**src/rtl/matrix_operand_loader.sv**
```systemverilog
// ----------------------------------------------------------------------------
// matrix_operand_loader
//
// Front end of the matrix multiplier. Elements arrive one per handshake,
// row-major: all of A first, then all of B. Each element is shifted into a
// per-matrix assembly register. When the last B element is taken, the
// assembled pair moves into the output slot. The slot drives the flat operand
// buses a/b until downstream consumes it.
//
// There are two levels of storage: the assembly registers and the output slot.
// The next pair can therefore be assembled while the multiplier still holds
// the current one. A completed pair that finds the slot occupied waits in the
// assembly registers (PEND), and input is stalled until the slot frees up.
//
// Ports
//   clk        : single clock, all logic on the rising edge
//   rst        : synchronous active-high reset (priority over clr)
//   clr        : synchronous abort of the partial assembly; slot untouched
//   in_data    : next element (elemW bits)
//   in_valid   : in_data valid
//   in_ready   : loader takes in_data this cycle (combinational from state)
//   a, b       : packed A / B operands, zero above matrixALen / matrixBLen
//   out_valid  : a/b hold a complete pair
//   out_ready  : downstream consumes the pair this cycle
// ----------------------------------------------------------------------------
module matrix_operand_loader #(
    parameter int aRow       = 3,
    parameter int aCol       = 2,
    parameter int bRow       = 2,
    parameter int bCol       = 3,
    parameter int elemW      = 8,
    parameter int busW       = 128,
    parameter int matrixALen = aRow * aCol * elemW,
    parameter int matrixBLen = bRow * bCol * elemW
) (
    input  logic             clk,
    input  logic             rst,
    input  logic             clr,
    input  logic [elemW-1:0] in_data,
    input  logic             in_valid,
    output logic             in_ready,
    output logic [busW-1:0]  a,
    output logic [busW-1:0]  b,
    output logic             out_valid,
    input  logic             out_ready
);

    localparam int NA   = aRow * aCol;
    localparam int NB   = bRow * bCol;
    localparam int MAXN = (NA > NB) ? NA : NB;
    localparam int IDXW = (MAXN > 1) ? $clog2(MAXN) : 1;

    typedef enum logic [1:0] {
        FILL_A = 2'd0,
        FILL_B = 2'd1,
        PEND   = 2'd2
    } state_t;

    state_t                  state_q,     state_d;
    logic [IDXW-1:0]         idx_q,       idx_d;
    logic [matrixALen-1:0]   asm_a_q,     asm_a_d;
    logic [matrixBLen-1:0]   asm_b_q,     asm_b_d;
    logic [busW-1:0]         a_q,         a_d;
    logic [busW-1:0]         b_q,         b_d;
    logic                    out_valid_q, out_valid_d;

    logic                    accept_s;
    logic                    slot_free_s;
    logic                    copy_s;

    // Ready depends only on reset and state, so upstream sees no combinational path from its own valid.
    assign in_ready    = !rst && (state_q != PEND);
    // An element is taken only when ready and not being aborted by clr.
    assign accept_s    = in_valid && in_ready && !clr;
    // The slot can take a new pair if it is empty or is being drained this cycle.
    assign slot_free_s = !out_valid_q || out_ready;

    assign a         = a_q;
    assign b         = b_q;
    assign out_valid = out_valid_q;

    // Next-state, element counter, assembly shift registers and output slot.
    always_comb begin
        state_d     = state_q;
        idx_d       = idx_q;
        asm_a_d     = asm_a_q;
        asm_b_d     = asm_b_q;
        a_d         = a_q;
        b_d         = b_q;
        out_valid_d = out_valid_q;
        copy_s      = 1'b0;

        if (clr) begin
            // Abort the partial (or pending) pair; the output slot is left alone.
            state_d = FILL_A;
            idx_d   = '0;
            asm_a_d = '0;
            asm_b_d = '0;
        end else begin
            case (state_q)
                FILL_A: begin
                    if (accept_s) begin
                        asm_a_d = (asm_a_q << elemW) | matrixALen'(in_data);
                        if (idx_q == IDXW'(NA - 1)) begin
                            idx_d   = '0;
                            state_d = FILL_B;
                        end else begin
                            idx_d = idx_q + IDXW'(1);
                        end
                    end else begin
                        idx_d = idx_q;
                    end
                end
                FILL_B: begin
                    if (accept_s) begin
                        asm_b_d = (asm_b_q << elemW) | matrixBLen'(in_data);
                        if (idx_q == IDXW'(NB - 1)) begin
                            idx_d = '0;
                            if (slot_free_s) begin
                                copy_s  = 1'b1;
                                state_d = FILL_A;
                            end else begin
                                state_d = PEND;
                            end
                        end else begin
                            idx_d = idx_q + IDXW'(1);
                        end
                    end else begin
                        idx_d = idx_q;
                    end
                end
                PEND: begin
                    if (slot_free_s) begin
                        copy_s  = 1'b1;
                        state_d = FILL_A;
                    end else begin
                        state_d = PEND;
                    end
                end
                default: begin
                    state_d = FILL_A;
                    idx_d   = '0;
                end
            endcase
        end

        // asm_b_d equals asm_b_q unless the final B element lands this cycle.
        // So a single expression covers both the direct and the pending copy.
        if (copy_s) begin
            a_d         = busW'(asm_a_q);
            b_d         = busW'(asm_b_d);
            out_valid_d = 1'b1;
        end else if (out_ready) begin
            out_valid_d = 1'b0;
        end else begin
            out_valid_d = out_valid_q;
        end
    end

    // State and data registers with synchronous reset.
    always_ff @(posedge clk) begin
        if (rst) begin
            state_q     <= FILL_A;
            idx_q       <= '0;
            asm_a_q     <= '0;
            asm_b_q     <= '0;
            a_q         <= '0;
            b_q         <= '0;
            out_valid_q <= 1'b0;
        end else begin
            state_q     <= state_d;
            idx_q       <= idx_d;
            asm_a_q     <= asm_a_d;
            asm_b_q     <= asm_b_d;
            a_q         <= a_d;
            b_q         <= b_d;
            out_valid_q <= out_valid_d;
        end
    end

endmodule

```
**config.mk**
```make
export PLATFORM = sky130hd
export DESIGN_NAME = matrix_operand_loader
export DESIGN_NICKNAME = d
export VERILOG_FILES = /design/src/rtl/matrix_operand_loader.sv
export SDC_FILE = /design/constraint.sdc
export NUM_CORES = 1
export LEC_CHECK = 0
export BUFFER_PORTS_ARGS = -buffer_cell sky130_fd_sc_hd__buf_2
export CAP_MARGIN = 10
export CORE_ASPECT_RATIO = 1.75
export CORE_MARGIN = 1.5
export CORE_UTILIZATION = 45
export CTS_CLUSTER_DIAMETER = 200
export DETAILED_ROUTE_END_ITERATION = 6
export MAX_ROUTING_LAYER = met4
export PLACE_DENSITY = 0.77
export SYNTH_ARGS = -nofsm -noshare
export SYNTH_HDL_FRONTEND = slang
export SYNTH_SLANG_ARGS = --single-unit
```
**constraint.sdc**
```tcl
create_clock -name clk -period 2.72 [get_ports clk]
set_input_delay 0.272 -clock clk [delete_from_list [all_inputs] [get_ports clk]]
set_output_delay 0.272 -clock clk [all_outputs]
set_load 0.01 [all_outputs]
```
==> flow_summary.json, run 1 <==
{
  "io_buffer_count": 110,
  "crit_slowest_cell": "or4b_4",
  "finalCritPeriodShare": 0.814,
  "preCtsSetupSlack_ns": 0.543,
  "ys_async_sr_fraction": 0,
  "synth.mux.area_fraction": 0.0583,
  "synth_ff_type": "dfxtp_1",
  "min-delay-start": "in_data[3]",
  "dieWidth_um": 108,
  "synth.distinct_cells": 36,
  "grt-ovfl-total": 0,
  "critPathCaptureType": "flip-flop",
  "yosys_warnings": 0,
  "startpoint_type": "flip-flop",
  "drc": 0,
  "grt_pass1_vias": 5648,
  "reg2reg_slack_ns": 0.51,
  "start_util": 0.461,
  "cts_buffer_depth": 2,
  "dieHeight_um": 186,
  "drtIter0Drc": 223,
  "grtUsageTotal": 0.197,
  "crit_chain": "inv_1 > ha_1 > nor4b_4 > mux2i_2 > or4b_4 > o31ai_2",
  "io_pins": 271,
  "ff_latch_area_um2": 3960,
  "wire_per_inst_um": 15.1,
  "syn_inst": 951,
  "synth_top_family_by_area": "compound AO/OA/AOI/OAI gates",
  "fin_tns_setup_ns": 0,
  "synthTopCellsByArea": "dfxtp_1 (46%), buf_4 (14%), a21oi_1 (8.4%)",
  "drv_cap": 0,
  "peakVddDrop_v": 0.000364,
  "grt_pass1_wl_mm": 30.3,
  "cp.required_ns": 3.07,
  "finish.utilization": 0.498,
  "cts-buffers-inserted": 17,
  "insertion_delay_ns": 0.44,
  "rsz0062_at_grt": "no",
  "core-area_um2": 18700,
  "synth-compound-area-share": 0.189,
  "root_buffer": "clkbuf_16",
  "worstPathArrival_ns": 2.56,
  "synthSimpleGateAreaFrac": 0.109,
  "synth-xor-area-share": 0,
  "pwr_density_cell_nw_per_um2": 604,
  "multi_input_area_um2": 3750,
  "synthAdderAreaFrac": 0.00579,
  "seq_area_frac_synth": 0.459,
  "r2r-start": "state_q[0]",
  "worst_slew_pin_slew_ns": 0.735,
  "rr_endpoint": "idx_q[1]",
  "leakage_nw": 3.66,
  "r2r_cells": 6,
  "relSlewSlack": 0.510,
  "holdPathStages": 3,
  "postCtsSetupBuffers": 0,
  "fillCellCount": 1784,
  "syn-cell-area_um2": 8640,
  "final_layout_size_suffix_gt1_frac": 0.203,
  "syn_area_per_cell_um2": 9.09,
  "finalMaxSlewViolations": 0,
  "cts_hold_buf": 0,
  "whs_ns": 0.0877,
  "synth_edf_count": 0,
  "cts_tree": "yes",
  "cts-resized-gates": 0,
  "fin_nets": 1036,
  "clkSlewWorstSetupHoldPaths_ns": 0.07,
  "whs_endpoint": "asm_a_q[3]",
  "clock_sinks": 198,
  "critPathMaxStageDelay_ns": 0.54,
  "area_growth_pct": 8.08,
  "post-dp-hpwl_mm": 12.8,
  "status": "finished, final reports clean",
  "antenna_found_initial": 0,
  "ys_ff_latch": 198,
  "synth.most_common_cell": "dfxtp_1",
  "num_rows": 66,
  "power_mw": 5.64,
  "crit_type": "flip-flop to flip-flop",
  "place.gp.congestion": 0.831,
  "wl_mm": 19.2,
  "diodes": 0,
  "synth_top_area_share": 0.459,
  "hold_path.class": "primary input to flip-flop",
  "ant_nets": 0,
  "avgViaCountPerCell": 4.94,
  "htree_levels": 4,
  "finalClockSkew_ns": 0.0110,
  "dieArea_um2": 20100,
  "fmax_mhz": 452,
  "setup_ws_ns": 0.506,
  "setup_viol": 0,
  "dr_total_vias": 6279,
  "synth.top_cells.by_count": "dfxtp_1 (198), buf_4 (163), a21oi_1 (145), nand2_1 (99), nor2_1 (53)",
  "critPathMaxFanout": 5,
  "grt_start_max_net_pins": 101,
  "netlist.top_cell.by_area": "dfxtp_1",
  "finalHoldViolations": 0,
  "dr.pass1.iters": 4,
  "fin_crit_ns": 2.21
}
[cell families after synthesis]
logic type      Yosys count
fa+ha+maj                 4
buf+inv                 236
simple gates            213
mux                      50
compound gates          249
other cells               1
flops                   198
[registers in the layout (all words and copies together), names as in the netlist]
name / count
asm_b_q: 48
a: 48
b: 48
idx_q: 3
asm_a_q: 48
state_q: 2
out_valid: 1
[critical path: cells and delay by family, from the launching register on]
family / cells / cell delay [ns]
compound gates: 1 / 0.19
buf+inv: 1 / 0.10
simple gates: 2 / 0.92
mux: 1 / 0.17
flops: 1 / 0.43
fa+ha+maj: 1 / 0.31
[placed cells by master (no fill, tap or decap), types with 2 or more instances in the layout]
cell type,instances
a21bo_1,5
buf_2,109
mux2i_1,49
ha_1,4
nand2_1,99
clkinv_4,5
and2_1,3
inv_1,2
buf_4,10
inv_6,2
clkbuf_16,17
buf_12,5
conb_1,160
dfxtp_1,198
a211oi_1,48
inv_8,2
clkbuf_8,3
nor2_1,53
nand3_1,48
nor2b_1,2
a21oi_1,145
a21bo_2,43
[per-stage QoR]
| stage | instance area [um^2] | std cells |
|---|---|---|
| after floorplan | 9240 | 1110 |
| after CTS | 9340 | 1270 |
| after global routing | 9340 | 1270 |
| after global placement | 8740 | 1238 |
| final | 9340 | 1270 |
| after detailed placement | 8740 | 1238 |
[power breakdown]
group	leakage (nW)	total [mW]	internal, mW	switching (mW)
registers	1.59	2.90	2.90	0.00209
logic	1.77	0.203	0.0217	0.181
clock network	0.294	2.54	1.37	1.17
[final cells by class]
class                           instances  area share
Clock inverter                         12      0.0147
Sequential cell                       198       0.424
Tap cell                              238      0.0319
Clock buffer                           20      0.0500
Multi-Input combinational cell        676       0.401
Inverter                                2    0.000804
Timing Repair Buffer                  124      0.0771
[metal layers]
| layer | share of wire | routed length [um] | track usage | vias to the layer above |
|---|---|---|---|---|
| met1 | 0.40 | 7690 | 0.220 | 2945 |
| li1 | - | - | - | 3041 |
| met5 | 0 | 0 | - | - |
| met2 | 0.52 | 10100 | 0.343 | 263 |
| met4 | 0.029 | 558 | 0.0855 | 0 |
| met3 | 0.047 | 905 | 0.0300 | 30 |
[worst max path at each step]
stage | start | to | slack [ns]
5_1_grt | state_q[0] | idx_q[1] | 0.42
3_3_place_gp | state_q[0] | idx_q[1] | 0.66
3_5_place_dp | state_q[0] | idx_q[1] | 0.54
6_report | state_q[0] | idx_q[1] | 0.51
2_1_floorplan | state_q[0] | idx_q[1] | 0.73
4_1_cts | state_q[0] | idx_q[1] | 0.52
No activity file was read; power rests on OpenSTA's default activity.
==> run 2: changes to the inputs <==
- PLACE_DENSITY: 0.77 -> 0.8
- clock period: 2.72 -> 1.9 ns (I/O delays scaled with it)
==> run 2 against run 1 <==
  * Hold slack worse by 0.067 ns
  * The flow now finishes with violations (setup timing)
  * Highest routed layer unchanged
  * Clock power is 46% higher
  * Worst setup slack worse by 0.59 ns
  * Global-route usage is 0.72 points higher
  * Critical endpoint is now b[35]
  * Wire length is 10% higher
  * Core utilization is 4.4 points higher
==> flow_summary.json, run 2 (synthesis results as in run 1) <==
{
  "worst_slew_pin_slew_ns": 0.508,
  "layout_commonest_cell": "dfxtp_1",
  "critPathCaptureType": "flip-flop",
  "post-dp-hpwl_mm": 13.3,
  "grt_pass1_wl_mm": 31.2,
  "ant_nets": 0,
  "cts_hold_buf": 0,
  "dieWidth_um": 108,
  "relSlewSlack": 0.662,
  "setup_ws_ns": -0.0810,
  "htree_levels": 4,
  "insertion_delay_ns": 0.44,
  "io_buffer_count": 110,
  "final_layout_size_suffix_gt1_frac": 0.274,
  "dieArea_um2": 20100,
  "cts_buffer_depth": 2,
  "fin_crit_ns": 1.98,
  "critPathMaxStageDelay_ns": 0.39,
  "fillCellCount": 1652,
  "critPathMaxFanout": 7,
  "avgViaCountPerCell": 5.06,
  "hold_path.class": "primary input to flip-flop",
  "area_growth_pct": 17.7,
  "cts-buffers-inserted": 17,
  "worstPathArrival_ns": 2.28,
  "num_rows": 66,
  "root_buffer": "clkbuf_16",
  "grtUsageTotal": 0.204,
  "fin_nets": 1068,
  "wl_mm": 21.2,
  "core-area_um2": 18700,
  "crit_chain": "clkinv_4 > ha_4 > nand2_4 > nor4_4 > buf_4 > buf_8 > clkbuf_16 > mux2i_1 > a211oi_1",
  "setup_viol": 38,
  "grt_pass1_vias": 5760,
  "clkSlewWorstSetupHoldPaths_ns": 0.08,
  "place.gp.congestion": 0.812,
  "grt_start_max_net_pins": 61,
  "dr.pass1.iters": 7,
  "cp.required_ns": 2.20,
  "drc": 0,
  "drv_cap": 0,
  "peakVddDrop_v": 0.000628,
  "status": "finished, violations left",
  "finalClockSkew_ns": 0.0117,
  "finalCritPeriodShare": 1.04,
  "final_cell_mix": "dfxtp_1 (196), conb_1 (160), a21oi_1 (139)",
  "diodes": 0,
  "preCtsSetupSlack_ns": -0.0597,
  "finalMaxSlewViolations": 0,
  "rsz0062_at_grt": "yes",
  "pwr_density_cell_nw_per_um2": 803,
  "start_util": 0.461,
  "startpoint_type": "flip-flop",
  "crit_slowest_cell": "nor4_4",
  "finalHoldViolations": 0,
  "ff_latch_area_um2": 3970,
  "io_pins": 271,
  "grt-ovfl-total": 0,
  "dieHeight_um": 186,
  "crit_type": "flip-flop to flip-flop",
  "multi_input_area_um2": 4100,
  "dr_total_vias": 6593,
  "wire_per_inst_um": 16.3,
  "fmax_mhz": 505,
  "violations": "setup timing",
  "place_area_um2": 8900,
  "antenna_found_initial": 0,
  "leakage_nw": 3.96,
  "clock_sinks": 198,
  "fin_area_um2": 10200,
  "cts_tree": "yes",
  "drtIter0Drc": 277
}
==> run 2: cell count changes in the layout (fill, tap and decap cells not counted), sizes merged <==
cell,before,now
buf,124,151
bufinv,1,0
inv,6,9
clkbuf,20,21
clkinv,6,7
bufbuf,0,1
==> run 2: worst paths after layout <==
| path | start | endpoint | slack [ns] | cells past startpoint |
|---|---|---|---|---|
| setup / recovery | state_q[1] | b[35] | -0.08 | 9 |
| hold / removal | in_data[6] | asm_a_q[6] | 0.02 | 3 |
| setup reg to reg | state_q[1] | b[35] | -0.08 | 9 |
| hold reg to reg | asm_a_q[46] | asm_a_q[46] | 0.46 | 2 |
==> run 2: what timing repair did <==
item | 4_1_cts | 5_1_grt
setup buffers | 3 | 10
gates resized for setup | 8 | 75
pin swaps | 1 | 6
gates cloned | 2 | 5
setup endpoints to repair | 30 | 106
==> run 2: final cells by class <==
class	count	share of cell area
multi-input combinational	676	0.403
sequential	198	0.390
inverter	2	0.00123
timing repair buffer	156	0.115
tap	238	0.0293
clock inverter	15	0.0192
clock buffer	17	0.0418
==> run 2: critical path, delay by kind of cell, from the launching register on <==
family	cells	cell delay [ns]
fa+ha+maj	1	0.15
compound gates	1	0.10
buf+inv	4	0.55
flops	1	0.37
simple gates	2	0.44
mux	1	0.23
==> run 2: metal layers <==
metal  vias up  wire length (um)  GRT usage
met2       320             11400      0.348
met1      3106              7750      0.227
li1       3123                 -          -
met3        44              1090     0.0283
met4         0               939      0.111
met5         -                 0          -
==> run 2: per-stage QoR <==
step                      cells  hold slack (ns)  power (mW)   util  TNS, ns
final                      1302           0.0212        8.17  0.543    -1.25
after global routing       1302           0.0129        8.40  0.543    -6.12
after CTS                  1287          0.00192        8.22  0.514        0
after detailed placement   1250            0.450        4.55  0.475   -0.579
after global placement     1250            0.446        4.55  0.475        0
after floorplan            1110            0.326        4.72      -        0
==> run 2: power breakdown <==
group          leakage [nW]  switching (mW)  total [mW]  internal (mW)
Sequential             1.60         0.00276        4.15           4.14
Clock                 0.298            1.89        3.71           1.81
Combinational          2.07           0.273       0.317         0.0437
==> run 3: changes to the inputs <==
- TNS_END_PERCENT: not set -> 20
==> run 3 against run 2 <==
  * The flow still finishes with violations (setup timing)
  * Hold slack worse by 0.0073 ns
  * Die area unchanged
  * Cell count about the same
  * Power about the same
  * Combinational power about the same
  * Critical path type unchanged
  * Critical endpoint is now b[44]
==> flow_summary.json, run 3 (synthesis results as in run 1) <==
{
  "dieHeight_um": 186,
  "holdPathStages": 3,
  "setup_ws_ns": -0.0424,
  "layout_commonest_cell": "dfxtp_1",
  "status": "finished, violations left",
  "cts_buffer_depth": 2,
  "rsz0062_at_grt": "yes",
  "num_rows": 66,
  "fin_nets": 1067,
  "fmax_mhz": 515,
  "r2r_cells": 9,
  "min-delay-start": "in_data[6]",
  "r2r-start": "state_q[1]",
  "finalCritPeriodShare": 1.02,
  "start_util": 0.461,
  "preCtsSetupSlack_ns": -0.0597,
  "dr_total_vias": 6553,
  "htree_levels": 4,
  "sw_frac_of_total": 0.265,
  "finalClockSkew_ns": 0.0152,
  "power.switching_mw": 2.17,
  "wire_per_inst_um": 16.1,
  "grt_pass1_vias": 5760,
  "ant_nets": 0,
  "fin_crit_ns": 1.94,
  "internal-power_mw": 6.00,
  "avgViaCountPerCell": 5.04,
  "io_pins": 271,
  "dr.pass1.iters": 5,
  "fillCellCount": 1676,
  "clkSlewWorstSetupHoldPaths_ns": 0.08,
  "drc": 0,
  "cts-buffers-inserted": 17,
  "violations": "setup timing",
  "setup_viol": 17,
  "final_cell_mix": "dfxtp_1 (196), conb_1 (160), a21oi_1 (140)",
  "whs_ns": 0.0139,
  "reg2reg_slack_ns": -0.04,
  "diodes": 0,
  "clock_sinks": 198,
  "drv_cap": 0,
  "insertion_delay_ns": 0.44,
  "hold_path.class": "primary input to flip-flop",
  "startpoint_type": "flip-flop",
  "final_cells": 1301,
  "io_buffer_count": 110,
  "leakage_nw": 3.93,
  "finalHoldViolations": 0,
  "area_growth_pct": 16.0,
  "seqPwrFrac": 0.508,
  "antenna_found_initial": 0,
  "cp.required_ns": 2.20,
  "worstPathArrival_ns": 2.24,
  "crit_type": "flip-flop to flip-flop",
  "root_buffer": "clkbuf_16",
  "critPathMaxFanout": 7,
  "dp.cells": 1250,
  "dieWidth_um": 108,
  "dieArea_um2": 20100,
  "fin_tns_setup_ns": -0.399,
  "place.gp.congestion": 0.812,
  "grt_start_max_net_pins": 61,
  "cts_tree": "yes",
  "finalMaxSlewViolations": 0,
  "p_comb_frac": 0.039,
  "pwr_density_cell_nw_per_um2": 815,
  "whs_endpoint": "asm_a_q[6]",
  "wl_mm": 20.9,
  "clkPwrFrac": 0.454,
  "grtUsageTotal": 0.204,
  "core-area_um2": 18700,
  "peakVddDrop_v": 0.000629,
  "rr_endpoint": "b[44]",
  "critPathCaptureType": "flip-flop",
  "post-dp-hpwl_mm": 13.3,
  "power_mw": 8.17,
  "final_layout_size_suffix_gt1_frac": 0.258,
  "grt_pass1_wl_mm": 31.2,
  "drtIter0Drc": 237,
  "grt-ovfl-total": 0
}
==> run 3: changes by cell type in the layout (fill, tap and decap cells not counted) <==
| cell | change |
|---|---|
| a21oi_1 | +1 |
| clkbuf_16 | -1 |
| a21oi_2 | -1 |
| mux2i_2 | -4 |
| mux2i_1 | +10 |
| mux2i_4 | -6 |
| a211oi_2 | -6 |
| a211oi_1 | +6 |
==> run 3: worst max-delay path by stage <==
stage	depth (start not counted)	to	start	slack, ns
global route	9	b[30]	state_q[1]	-0.14
global placement	7	b[38]	state_q[1]	0.02
CTS	8	a[9]	state_q[0]	0.006
finish	9	b[44]	state_q[1]	-0.04
detailed placement	7	b[37]	state_q[0]	-0.06
floorplan	6	idx_q[1]	state_q[0]	0.04
==> run 3: power groups by stage <==
stage | sequential, mW | combinational [mW] | clock [mW]
after floorplan | 4.25 | 0.475 | 0
after global placement | 4.25 | 0.297 | 0
after detailed placement | 4.25 | 0.297 | 0
after CTS | 4.15 | 0.298 | 3.77
after global routing | 4.15 | 0.353 | 3.90
final | 4.15 | 0.315 | 3.71
==> run 3: cell type report <==
| class | count | area, um^2 | share of cell area |
|---|---|---|---|
| Clock buffer | 17 | 425 | 0.0424 |
| Clock inverter | 15 | 195 | 0.0195 |
| Inverter | 2 | 12.5 | 0.00125 |
| Multi-Input combinational cell | 676 | 3980 | 0.396 |
| Sequential cell | 198 | 3970 | 0.396 |
| Tap cell | 238 | 298 | 0.0297 |
| Timing Repair Buffer | 155 | 1150 | 0.115 |
==> run 3: critical path: stages, from the launching register on <==
cell and delay (ns):
dfxtp_4 0.37, clkinv_4 0.06, ha_4 0.15, nand2_4 0.05, nor4_4 0.37, buf_4 0.18, buf_8 0.13, clkbuf_16 0.16
mux2i_1 0.22, a211oi_1 0.10
==> run 3: layer usage <==
| layer | share of wire | GRT usage | vias to the layer above |
|---|---|---|---|
| met5 | 0 | - | - |
| met4 | 0.038 | 0.111 | 0 |
| met2 | 0.54 | 0.348 | 325 |
| met1 | 0.37 | 0.227 | 3076 |
| li1 | - | - | 3113 |
| met3 | 0.053 | 0.0283 | 39 |
==> run 3: what timing repair did <==
item | in CTS | in global routing
pin swaps | 1 | 5
setup endpoints to repair | 30 | 106
resized for setup | 8 | 52
gates cloned | 2 | 4
hold buffers | 0 | 0
setup buffers | 3 | 10
==> run 3: through the flow <==
step | area (um^2) | utilization
finish | 10000 | 0.535
global route | 10000 | 0.535
CTS | 9640 | 0.514
detailed placement | 8900 | 0.475
global placement | 8900 | 0.475
floorplan | 9240 | -
